==> src/rtl/trigger_wheel_gen.sv <==
// Missing-tooth crank wheel generator: N slots per rev, the last M are missing, P clocks per slot.
// Tooth period is taken at slot boundaries; tooth and gap counts are taken only at revolution end.
module trigger_wheel_gen #(
    parameter int unsigned PERIOD_W = 32,
    parameter int unsigned CNT_W    = 16
) (
    input  logic                clk,
    input  logic                reset_n,
    input  logic                enable,
    input  logic [CNT_W-1:0]    tooth_cnt,
    input  logic [CNT_W-1:0]    teeth_missing,
    input  logic [PERIOD_W-1:0] tooth_period,
    output logic                vr_out,
    output logic                sync_pulse,
    output logic [CNT_W-1:0]    tooth_idx,
    output logic [CNT_W-1:0]    rev_count,
    output logic                running,
    output logic                cfg_err
);

    typedef enum logic {StIdle, StRun} state_e;

    state_e              state_q;
    logic [PERIOD_W-1:0] cyc_q;
    logic [PERIOD_W-1:0] per_q;
    logic [CNT_W-1:0]    n_q;
    logic [CNT_W-1:0]    m_q;

    logic                cfg_ok;
    logic                slot_end;
    logic                last_slot;
    logic [CNT_W-1:0]    next_slot;
    logic [PERIOD_W-1:0] next_cyc;
    logic                cur_present;
    logic                next_present;

    always_comb begin
        cfg_ok       = (tooth_cnt >= CNT_W'(2)) && (teeth_missing < tooth_cnt) &&
                       (tooth_period >= PERIOD_W'(2));
        slot_end     = (cyc_q == per_q - PERIOD_W'(1));
        last_slot    = (tooth_idx == n_q - CNT_W'(1));
        next_slot    = tooth_idx + CNT_W'(1);
        next_cyc     = cyc_q + PERIOD_W'(1);
        cur_present  = (tooth_idx < (n_q - m_q));
        next_present = (next_slot < (n_q - m_q));
    end

    // vr_out is computed from the slot/cycle position being entered, so it stays aligned with them.
    always_ff @(posedge clk) begin
        if (!reset_n) begin
            state_q    <= StIdle;
            cyc_q      <= '0;
            per_q      <= '0;
            n_q        <= '0;
            m_q        <= '0;
            vr_out     <= 1'b0;
            sync_pulse <= 1'b0;
            tooth_idx  <= '0;
            rev_count  <= '0;
            running    <= 1'b0;
            cfg_err    <= 1'b0;
        end else begin
            sync_pulse <= 1'b0;
            unique case (state_q)
                StIdle: begin
                    if (enable && cfg_ok) begin
                        state_q    <= StRun;
                        n_q        <= tooth_cnt;
                        m_q        <= teeth_missing;
                        per_q      <= tooth_period;
                        cyc_q      <= '0;
                        tooth_idx  <= '0;
                        vr_out     <= 1'b1;
                        sync_pulse <= 1'b1;
                        running    <= 1'b1;
                    end else if (enable) begin
                        cfg_err <= 1'b1;
                    end else begin
                        cfg_err <= 1'b0;
                    end
                end
                StRun: begin
                    if (!enable) begin
                        state_q   <= StIdle;
                        cyc_q     <= '0;
                        tooth_idx <= '0;
                        vr_out    <= 1'b0;
                        running   <= 1'b0;
                        cfg_err   <= 1'b0;
                    end else if (!slot_end) begin
                        cyc_q  <= next_cyc;
                        vr_out <= cur_present && (next_cyc < (per_q >> 1));
                    end else if (!last_slot) begin
                        tooth_idx <= next_slot;
                        cyc_q     <= '0;
                        per_q     <= tooth_period;
                        vr_out    <= next_present && ((tooth_period >> 1) != '0);
                    end else begin
                        rev_count <= rev_count + CNT_W'(1);
                        n_q       <= tooth_cnt;
                        m_q       <= teeth_missing;
                        per_q     <= tooth_period;
                        cyc_q     <= '0;
                        tooth_idx <= '0;
                        if (cfg_ok) begin
                            vr_out     <= 1'b1;
                            sync_pulse <= 1'b1;
                        end else begin
                            state_q <= StIdle;
                            vr_out  <= 1'b0;
                            running <= 1'b0;
                            cfg_err <= 1'b1;
                        end
                    end
                end
                default: state_q <= StIdle;
            endcase
        end
    end

endmodule

==> config.mk <==
export PLATFORM = sky130hd
export DESIGN_NAME = trigger_wheel_gen
export DESIGN_NICKNAME = d
export VERILOG_FILES = /design/src/rtl/trigger_wheel_gen.sv
export SDC_FILE = /design/constraint.sdc
export NUM_CORES = 1
export LEC_CHECK = 0
export ABC_AREA = 1
export ABC_CLOCK_PERIOD_IN_PS = 9650
export CAP_MARGIN = 40
export CORE_MARGIN = 2
export CORE_UTILIZATION = 64
export DETAILED_ROUTE_END_ITERATION = 10
export GPL_TIMING_DRIVEN = 1
export PLACE_DENSITY = 0.86
export SYNTH_ARGS = -nofsm -noshare
export SYNTH_HDL_FRONTEND = slang
export SYNTH_SLANG_ARGS = --single-unit
==> constraint.sdc <==
create_clock -name clk -period 9.65 [get_ports clk]
set_input_delay 2.4125 -clock clk [delete_from_list [all_inputs] [get_ports clk]]
set_output_delay 2.4125 -clock clk [all_outputs]
set_load 0.005 [all_outputs]
==> results of run 1 <==
==> per-layer routing <==
layer	global-route usage, %	up-vias
li1	-	5588
met1	39.76	4992
met2	58.36	382
met3	4.649	70
met4	12.75	0
met5	0	-
==> through the flow <==
stage	hold WS (ns)	setup WS, ns	utilization (%)	power, W
5_1_grt	0.4805	3.842	76.03	0.002374
3_3_place_gp	0.4400	3.914	71.81	0.001476
2_1_floorplan	0.4417	5.324	-	0.001295
4_1_cts	0.4703	4.284	76.03	0.002213
6_report	0.4672	4.171	76.03	0.002225
3_5_place_dp	0.4577	3.834	72.27	0.001513
==> flip-flops by register name (all words and copies together) (netlist names) <==
register and cells:
cyc_q 32, per_q 32, m_q 16, n_q 16, rev_count 16, tooth_idx 16, cfg_err 1, running 1
state_q 1, sync_pulse 1, vr_out 1
==> cells in the mapped netlist, drive strengths merged, types with 15 or more instances <==
master	count
nor3	30
nand4	57
ha	91
inv	216
clkbuf	30
o21ai	69
nand2	402
buf	22
nor2	209
a21oi	148
xor2	100
dfxtp	133
nor4	15
nand3	91
xnor2	30
==> power by group <==
part | internal (W) | switching [W]
Clock | 0.000440 | 0.000262
Sequential | 0.000594 | 0.0000604
Combinational | 0.000331 | 0.000537
==> kinds of logic after synthesis <==
family | after synthesis | synth area share [%]
simple gates | 819 | 33.18
compound gates | 236 | 11.30
flops | 133 | 24.52
xor+xnor | 130 | 10.49
buf+inv | 270 | 9.841
fa+ha+maj | 92 | 10.67
==> layout make-up <==
type / instances / area, µm²
Inverter: 218 / 820.8
Timing Repair Buffer: 106 / 1099
Clock buffer: 20 / 446.7
Sequential cell: 133 / 2663
Clock inverter: 12 / 177.7
Multi-Input combinational cell: 1277 / 7127
Fill cell: 1342 / 3975
Tap cell: 220 / 275.3
==> worst register-to-register path: cells and delay by family, from the launching register on <==
family / cells / cell delay [ns]
DFF: 1 / 0.44
xor gates and xnor gates: 1 / 0.16
AOI/OAI and AO/OA: 5 / 0.73
adders and majority gates: 1 / 0.29
and+or+nand+nor: 14 / 2.15
buffers and inverters: 1 / 0.07
==> final timing paths <==
kind	from	slack (ns)	endpoint
worst min-delay path	cfg_err	0.47	cfg_err
worst max register to register	cyc_q[2]	5.74	vr_out
worst max-delay path	tooth_cnt[15]	4.17	per_q[15]
worst min register to register	cfg_err	0.47	cfg_err
==> results.md, run 1 <==
* Synth top area cells: dfxtp_1 25%, nand2_1 14%, ha_1 10%
* Core Box Area at 0.01658 mm²
* Setup Skew at 0.01026 ns
* Worst hold stages at 2
* I/O pin total at 103
* Setup bufs post-CTS at 0
* Post-synth EDFFs at 0
* # nets final at 1912
* Synth area leader: dfxtp_1
* Slew headroom at 50.99%
* CP Cell Sequence: clkdlybuf4s50_1, inv_1, ha_1, nand2_1, inv_1, nand3_1, inv_1, a21oi_1, a21boi_0, nand4_1, nand2_1, nand2_4, o21ai_0, a21oi_1
* DRT Wirelength at 29150 µm
* Post-Layout Inst Area at 0.01261 mm²
* Synthesis-stage register bit count at 133
* Met2 WL at 14100 µm
* Die width at 134.3 µm
* Hold Vio Cnt, Final at 0
* ANT cells at 0
* Clock Path Buffers at 2
* Syn nets at 1839
* # rows at 47
* PortBufs at 102
* Number of distinct library cells after synthesis at 47
* H-tree depth at 4
* Critical Path RT at 9.94 ns
* Placed instance count at 1954
* Routability congestion estimate at 0.9234
* Most used cell, CP: inv_1
* WP depth at 14
* Die height at 134.3 µm
* MaxCap Viol Count at 0
* CTS resizes at 0
* Wire per inst at 14.68 µm
* Crit start category: input pin
* Tcrit/Tclk final at 56.77%
* Min Tclk post-route at 5.479 ns
* Via count at 11032
* Setup TNS at 0 ns
* Fmax at 0.1825 GHz
* R2R depth at 22
* FFs w/ async S/R, synth at 0%
* Fin cells at 1986
* Setup violators final at 0
* CP peak stage delay at 0.58 ns
* Cells after synthesis at 1680
* Worst Hold Class: flop to flop
* All-layer global routing usage at 32.75%
* Crit path max fanout at 64
* Actual slew at the worst max-slew pin at 0.7352 ns
* Worst Setup End Kind: flop
* CP bufs+invs at 4
* Ys flop type: dfxtp_1
* Top sig layer: met4
* Synthesized area at 0.01086 mm²
* Starting DRC count in detailed routing at 649
* Sequential share of the synthesized area at 24.52%
* Slowest CP cell: clkdlybuf4s50_1
* Post-Route M1 WL at 12600 µm
* Die area at 0.01802 mm²
* Vias in the first global route at 10516
* Layout area overhead at 16.12%
* Yosys warning total at 0
* Remaining antenna violation count at 0
* Status: finished clean
* Total CTS buffers at 17
* Skew-Pair Late Insertion Delay at 0.43 ns
* CTS tree: done
* First-pass GRT wire length at 48200 µm
* Power per standard cell area at 176.4 mW/mm²
* Top-area cell type share of the netlist area at 24.52%
* Most frequent cells in the layout: 395 x nand2_1, 210 x inv_1, 193 x nor2_1
* Pleak at 5.872 nW
* Slew Limit Fails at 0
* Ratio of cells with drive above 1 in the final layout at 4.247%
* WS Path Type: input pin to flop
* DRT Pass-1 Iters at 6
* DRC at 0
* Initial antenna violation count at 0
* Met3 routed WL at 1637 µm
* Syn_area_per_cell at 6.463 µm²
* CTS Hold Bufs at 0
* Root Driver: clkbuf_16
* Worst-path clk slew at 0.06 ns
* GRT Residual Overflow at 0
* Peak VDD IR at 0.1468 mV
* Starting Density at 65.47%
* RSZ-0062 raised after global routing: false
* CP arrival at 5.77 ns
* Via-per-instance ratio at 5.555
* Cell Area, Placed at 0.01198 mm²
* Clk sinks at 133
* Leading cell type in the layout, fill and taps excluded: nand2_1
* Pin count of the biggest net entering global routing at 72
* Critical path's top delay family: simple AND/OR/NAND/NOR gates
* Post-DP HPWL at 22040 µm
No activity file was read; power rests on OpenSTA's default activity.
==> run 2: changes to the inputs <==
--- a/config.mk
+++ b/config.mk
@@ -6,13 +6,13 @@
 export NUM_CORES = 1
 export LEC_CHECK = 0
 export ABC_AREA = 1
-export ABC_CLOCK_PERIOD_IN_PS = 9650
+export ABC_CLOCK_PERIOD_IN_PS = 5600
 export CAP_MARGIN = 40
 export CORE_MARGIN = 2
-export CORE_UTILIZATION = 64
+export CORE_UTILIZATION = 59
 export DETAILED_ROUTE_END_ITERATION = 10
 export GPL_TIMING_DRIVEN = 1
-export PLACE_DENSITY = 0.86
+export PLACE_DENSITY = 0.8
 export SYNTH_ARGS = -nofsm -noshare
 export SYNTH_HDL_FRONTEND = slang
 export SYNTH_SLANG_ARGS = --single-unit
==> constraint.sdc (replaced) <==
create_clock -name clk -period 5.6 [get_ports clk]
set_input_delay 1.4 -clock clk [delete_from_list [all_inputs] [get_ports clk]]
set_output_delay 1.4 -clock clk [all_outputs]
set_load 0.005 [all_outputs]
==> run 2 against run 1 <==
Against the previous run: setup slack got worse by 2.8 ns; clock power increased by 68%; count of clock-buffer cells in the layout increased by 1; combinational power increased by 71%; hold slack got worse by 0.015 ns; sequential power increased by 73%.
==> results.md, run 2 (same netlist as run 1, synthesis figures left out) <==
* Status: finished clean
* WS Path Type: input pin to flop
* Hold Vio Cnt, Final at 0 (unchanged)
* Remaining antenna violation count at 0 (unchanged)
* Ratio of cells with drive above 1 in the final layout at 4.247% (unchanged)
* Slack of the critical path at 1.391 ns (-2.780 ns)
* Via-per-instance ratio at 5.526 (-0.52%)
* CTS tree: done
* Cell Int Power at 0.002314 W (+70%)
* # rows at 49 (+4.3%)
* Clk sinks at 133 (unchanged)
* DRC at 0 (unchanged)
* Starting DRC count in detailed routing at 661 (+1.8%)
* Worst r2r src: cyc_q[0]
* Placed instance count at 1963 (+0.46%)
* Power per standard cell area at 301.2 mW/mm² (+71%)
* R2R setup slack at 1.53 ns (-4.21 ns)
* Fmax at 0.2376 GHz
* Setup bufs post-CTS at 0 (unchanged)
* Fin cells at 1995 (+0.45%)
* Clock Power Share at 31.1% (-0.5 points)
* Tcrit/Tclk final at 75.16%
* Final Power at 0.003790 W (+70%)
* GRT Residual Overflow at 0 (unchanged)
* Pre-CTS WS at 0.9985 ns (-2.836 ns)
* DRT Wirelength at 29090 µm (-0.23%)
* R2R depth at 22 (unchanged)
* Switching part of the total at 38.94% (+0.28 points)
* Slew headroom at 49.75% (-1.2 points)
* Worst-path clk slew at 0.06 ns (about the same)
* Skew-Pair Late Insertion Delay at 0.43 ns (about the same)
* Setup TNS at 0 ns (unchanged)
* H-tree depth at 4 (unchanged)
* Critical Path RT at 5.89 ns (-4.05 ns)
* RSZ-0062 raised after global routing: false
* Crit start category: input pin
* All-layer global routing usage at 29.90% (-2.9 points)
* Routability congestion estimate at 0.9361 (+1.4%)
* CP endpoint: per_q[18]
* Leading cell type in the layout, fill and taps excluded: nand2_1
* I/O pin total at 103 (unchanged)
* Core Util, Final at 69.82% (-6.2 points)
* Die area at 0.01950 mm² (+8.2%)
* Crit. Startpoint: tooth_cnt[15]
* Wire per inst at 14.58 µm (-0.68%)
* Setup Skew at 0.01292 ns (+0.002658 ns)
* Min Tclk post-route at 4.209 ns
* Die width at 139.7 µm (+4.0%)
* Most frequent cells in the layout: 395 x nand2_1, 210 x inv_1, 193 x nor2_1
* PortBufs at 102 (unchanged)
* Core Box Area at 0.01802 mm² (+8.7%)
* Slew Limit Fails at 0 (unchanged)
* Crit path max fanout at 64 (unchanged)
* Layout fillers at 1606 (+20%)
* Setup violators final at 0 (unchanged)
* CP arrival at 4.50 ns (-1.27 ns)
* Switch Pwr at 0.001476 W (+72%)
* Total CTS buffers at 17 (unchanged)
* DRT Pass-1 Iters at 5 (-1)
* Clock Path Buffers at 2 (unchanged)
* Seq pwr share at 29.7% (+0.3 points)
* CTS resizes at 0 (unchanged)
* Peak VDD IR at 0.2492 mV (+70%)
* Initial antenna violation count at 0 (unchanged)
* Root Driver: clkbuf_16
* Die height at 139.7 µm (+4.0%)
* Actual slew at the worst max-slew pin at 0.7538 ns (+0.01863 ns)
* Layout area overhead at 15.90%
* Biggest regs: cyc_q: 32 flops, per_q: 32 flops
* Starting Density at 60.24% (-5.2 points)
* Pleak at 5.850 nW (-0.38%)
* Worst Setup End Kind: flop
* Via count at 11024 (-0.073%)
* MaxCap Viol Count at 0 (unchanged)
* Reg2reg end: vr_out
* # nets final at 1912 (unchanged)
* Pin count of the biggest net entering global routing at 72 (unchanged)
* Vias in the first global route at 10688 (+1.6%)
* CTS Hold Bufs at 0 (unchanged)
* ANT cells at 0 (unchanged)
* Comb pwr share at 39.1% (about the same)
* Post-DP HPWL at 21760 µm (-1.3%)
* First-pass GRT wire length at 48560 µm (+0.74%)
* Worst Hold Class: flop to flop
-- run 2: how the worst min path moves through the flow --
stage                       start  endpoint  slack (ns)  depth (start not counted)
after floorplan           cfg_err   cfg_err        0.44                          2
after global routing      cfg_err   cfg_err        0.47                          2
after global placement    cfg_err   cfg_err        0.44                          2
after detailed placement  cfg_err   cfg_err        0.44                          2
final                     cfg_err   cfg_err        0.45                          2
after CTS                 cfg_err   cfg_err        0.45                          2
-- run 2: per-layer routing --
layer	part of all wire [%]	up-vias	track usage (%)
li1	-	5597	-
met1	44	5026	36.87
met2	47	339	52.43
met3	6.2	62	4.990
met4	2.7	0	11.11
met5	0	-	0
-- run 2: critical path, stage by stage --
cell             delay [ns]
clkdlybuf4s50_1        0.57
inv_1                  0.08
ha_1                   0.32
nand2_1                0.10
inv_1                  0.04
nand3_1                0.09
inv_1                  0.05
a21oi_1                0.18
a21boi_0               0.21
nand4_1                0.17
nand2_1                0.39
nand2_4                0.44
o21ai_0                0.36
a21oi_1                0.07
-- run 2: through the flow --
stage,hold slack (ns),area (µm²)
2_1_floorplan,0.4417,10860
3_5_place_dp,0.4391,11980
3_3_place_gp,0.4392,11930
4_1_cts,0.4511,12580
6_report,0.4526,12580
5_1_grt,0.4659,12580
-- run 2: layout make-up --
cell class                 count  area [µm²]  area share, %
clock buffer                  21       460.4          3.659
clock inverter                11       148.9          1.183
inverter                     218       820.8          6.522
multi-input combinational   1277        7127          56.63
sequential                   133        2663          21.16
tap                          229       286.5          2.277
timing repair buffer         106        1079          8.570
-- run 2: power groups by stage --
stage	Sequential (W)	Combinational [W]	Clock [W]
floorplan	0.00111	0.00112	0
global placement	0.00114	0.00140	0
detailed placement	0.00114	0.00146	0
CTS	0.00112	0.00147	0.00119
global route	0.00114	0.00169	0.00123
finish	0.00113	0.00148	0.00118
